`src/rtl/mips_register_file.sv`:
```
// MIPS 32 x 32 register file: two async read ports, one sync write port, $0 hardwired.
// Optional write-through forwarding when WRITE_BYPASS_EN is defined.
module mips_register_file #(
   parameter int DATA_WIDTH = 32,
   parameter int ADDR_WIDTH = 5
) (
   input  logic                  clk,
   input  logic                  reset,
   input  logic [ADDR_WIDTH-1:0] read_reg1,
   input  logic [ADDR_WIDTH-1:0] read_reg2,
   input  logic [ADDR_WIDTH-1:0] write_reg,
   input  logic [DATA_WIDTH-1:0] write_data,
   input  logic                  RegWrite,
   output logic [DATA_WIDTH-1:0] read_data1,
   output logic [DATA_WIDTH-1:0] read_data2
);

   localparam int Depth = 2 ** ADDR_WIDTH;

   logic [DATA_WIDTH-1:0] regs [Depth];
   logic                  writeEn;

   assign writeEn = RegWrite && !reset && (write_reg != '0);

   always_ff @(posedge clk) begin
      if (reset) begin
         for (int i = 0; i < Depth; i++) begin
            regs[i] <= '0;
         end
      end else if (writeEn) begin
         regs[write_reg] <= write_data;
      end
   end

   function automatic logic [DATA_WIDTH-1:0] readPort(
      input logic [ADDR_WIDTH-1:0] idx
   );
      logic [DATA_WIDTH-1:0] val;
      val = (idx == '0) ? '0 : regs[idx];
`ifdef WRITE_BYPASS_EN
      // writeEn already excludes $0 and reset, so no extra guard needed
      if (writeEn && (idx == write_reg)) begin
         val = write_data;
      end
`endif
      return val;
   endfunction

   assign read_data1 = readPort(read_reg1);
   assign read_data2 = readPort(read_reg2);

endmodule
```
`config.mk`:
```
export PLATFORM = sky130hd
export DESIGN_NAME = mips_register_file
export DESIGN_NICKNAME = d
export VERILOG_FILES = /design/src/rtl/mips_register_file.sv
export SDC_FILE = /design/constraint.sdc
export NUM_CORES = 2
export LEC_CHECK = 0
export ABC_AREA = 0
export CAP_MARGIN = 20
export CORE_UTILIZATION = 41
export DETAILED_ROUTE_END_ITERATION = 8
export HOLD_SLACK_MARGIN = 0.05
export PLACE_DENSITY = 0.68
export SETUP_SLACK_MARGIN = 0.15
export SKIP_LAST_GASP = 1
export SYNTH_ARGS = -nofsm -noshare
export SYNTH_HDL_FRONTEND = slang
export SYNTH_SLANG_ARGS = --single-unit
```
`constraint.sdc`:
```
create_clock -name clk -period 2.8 [get_ports clk]
set_input_delay 0.42 -clock clk [delete_from_list [all_inputs] [get_ports clk]]
set_output_delay 0.42 -clock clk [all_outputs]
set_load 0.02 [all_outputs]
```
==> run metrics <==
register share of total power=0.473; Placer Congestion=around 0.92; CP Data Required Time=2.38 ns; vias per std cell=6.32; Worst Tran Pin Value=1.05 ns; fin nets=approximately 4100; GRT Util Overall=0.278; initial antenna violation count=9; Worst Path Max Fanout=2; fin cells=5845; Top Registers=regs x1024; 1st-iter DRT viols=roughly 5600; CTS sink cnt=between 1000 and 1500; Syn Std Cell Area=54200 um2; Slowest cell on crit path=mux4_2; hold path cells=2; TritonCTS buffer count=106; Crit path depth=6; Clock power frac=0.362; max-slew violation count=0; CP peak stage delay=0.60 ns; IO Count=114; crit-path cells=mux4_2 > mux4_2 > o22ai_2 > nor3_2 > buf_4 > buf_2; placement row count=approximately 130; Rel. slew slack=0.298; RSZ-0062 raised after global routing=yes; ANT nets after route=0; IO Port Bufs=113; achievable frequency=316 MHz; die area=134000 um2; Period Utilization, post-route=1.13; prevailing post-synth register cell=edfxtp_1; first-pass GRT wire length=roughly 270000 um; Warnings, synthesis=0; sw frac=0.256; CP dominant cell by count=mux4_2; Sw Pwr=9830 uW; largest net degree at the start of global routing=48; setup violators final=60; Critical Path AT=about 2.7 ns; synth unique cells=42; Yosys reg bits=1024; final core area utilization=0.520; Hold Buf Count CTS=0; setup slack after layout=-0.364 ns; Crit. End Element=output port; CP Class=register to output port; sequential fraction of the synthesis area=0.567; vias post-DR=roughly 37000; delay-heaviest family, CP=multiplexers; maximum VDD drop=0.552 mV; WP buf/inv=2; chip width=around 370 um; Pre-antenna DRT Iters=5; gr ovfl total=0; Power Dens Cells=562 nW/um2; Syn Inst Count=3502; Core ar.=around 130000 um2; WL final=189000 um; Top reg by flops=regs; H-Tree Depth=3; layout cells sized above 1=0.401; leak pwr=0.0243 uW; dpl cells=roughly 5600; Synth async-reset ratio=0; # DRC=0; Root Buffer=clkbuf_16; Internal=28600 uW; Max Cap Violations=0; vias in the first global route=36800; type of the most critical hold path=input port to register; final hold vios=0; area added between synthesis and finish=26.0%; failing checks=setup timing; DR WL/cell=approximately 32 um; post-route minimum period=between 3 and 4 ns; startpoint types=register; status=finished, violations left; max FFs per register=~1000; die height=approximately 370 um; Post-DP HPWL=124000 um; clock-pin slew on the worst setup and hold paths=approximately 0.06 ns; Comb power frac=0.164; hold path endpoint=regs[0][1]; Hold Path Origin=reset; CTS tree=yes; EDFF count, synth=1024; clk buf depth=3; Syn Area/Cell=15.5 um2; initial core utilization=0.413
-- synth_stat cells (all sizes together) (12+ instances only) --
library cell / number / area, um2
o22ai: 103 / 644
mux4: 472 / 10600
clkbuf: 270 / 1010
mux2i: 150 / 1500
a22oi: 16 / 120
nor3: 54 / 270
a21oi: 12 / 60.1
nor2b: 14 / 87.6
a22o: 51 / 447
buf: 117 / 778
a2111oi: 55 / 533
or2: 33 / 206
nor2: 36 / 135
and2: 995 / 6220
edfxtp: 1024 / 30700
mux2: 30 / 338
-- cell type report --
class | instances | area [um2]
clock inverter | 61 | 465
sequential | 1024 | 30700
timing repair buffer | 752 | 7980
tap | 1755 | 2200
multi-input combinational | 2120 | 24100
inverter | 2 | 7.51
clock buffer | 129 | 2850
fill | 10500 | 63000
antenna | 2 | 5.00
-- layer usage --
| metal | global-route usage | vias to the layer above | wire [um] |
|---|---|---|---|
| met5 | 0 | - | 18 |
| met4 | 0.128 | 2 | 9680 |
| met3 | 0.0566 | 495 | 22300 |
| met2 | 0.431 | 2722 | 86700 |
| met1 | 0.377 | 19100 | 70400 |
| li1 | - | 14600 | - |
-- what timing repair did --
action / CTS / global route
setup endpoints to repair: 64 / 64
setup buffers: 41 / 27
gates resized for setup: 581 / 88
gates cloned: 5 / 1
pin swaps: 135 / 34
-- how the worst max path moves through the flow --
stage / start / to / slack (ns)
CTS: regs[29][0] / read_data1[0] / -0.39
global route: regs[29][0] / read_data1[0] / -0.39
global placement: read_reg2[3] / read_data2[20] / -1.19
floorplan: read_reg2[2] / read_data2[6] / 0.16
finish: regs[27][3] / read_data1[3] / -0.36
detailed placement: read_reg2[3] / read_data2[20] / -1.15
-- kinds of logic (layout without fill, tap and decap cells) --
| family | Yosys count | in the layout | synth area share |
|---|---|---|---|
| other | 1 | 34 | 0.0000691 |
| DFF | 1024 | 1024 | 0.567 |
| AOI/OAI and AO/OA | 259 | 259 | 0.0365 |
| muxes | 652 | 652 | 0.230 |
| buffers and inverters | 389 | 944 | 0.0332 |
| and+or+nand+nor | 1177 | 1177 | 0.133 |
-- through the flow --
| stage | hold WS, ns | power [uW] | setup slack [ns] | TNS (ns) | cell area [um2] |
|---|---|---|---|---|---|
| floorplan | 0.618 | 21200 | 0.157 | 0 | 54400 |
| global placement | 1.18 | 23800 | -1.19 | -44.21 | 61900 |
| detailed placement | 1.19 | 23900 | -1.15 | -44.24 | 61900 |
| CTS | 0.470 | 38200 | -0.395 | -13.97 | 67600 |
| global route | 0.478 | 39300 | -0.395 | -14.94 | 68300 |
| finish | 0.482 | 38400 | -0.364 | -12.02 | 68300 |
-- power by group through the flow --
stage                     Sequential, uW  Clock (uW)  Combinational, uW
after floorplan                    18300           0               2890
final                              18200       13900               6310
after global routing               18200       14500               6480
after global placement             18400           0               5400
after detailed placement           18500           0               5440
after CTS                          18100       14000               6070
-- placed cells by master (no fill, tap or decap), types with 17 or more instances in the layout --
| cell type | netlist | layout |
|---|---|---|
| nor3_2 | 0 | 23 |
| nor2_4 | 0 | 17 |
| mux2i_1 | 150 | 148 |
| a2111oi_4 | 0 | 50 |
| edfxtp_1 | 1024 | 1024 |
| mux4_2 | 472 | 472 |
| conb_1 | 1 | 32 |
| clkdlybuf4s50_1 | 0 | 38 |
| buf_12 | 0 | 131 |
| a22o_4 | 0 | 27 |
| nor3_4 | 0 | 22 |
| clkbuf_1 | 270 | 18 |
| mux2_2 | 30 | 30 |
| o22ai_2 | 0 | 39 |
| buf_6 | 22 | 92 |
| buf_4 | 31 | 461 |
| a22o_1 | 51 | 24 |
| clkinv_1 | 0 | 28 |
| or2_2 | 33 | 33 |
| clkbuf_16 | 0 | 112 |
| o22ai_1 | 103 | 59 |
| and2_1 | 995 | 994 |
| clkinv_2 | 0 | 19 |
No activity file was read; power rests on OpenSTA's default activity.
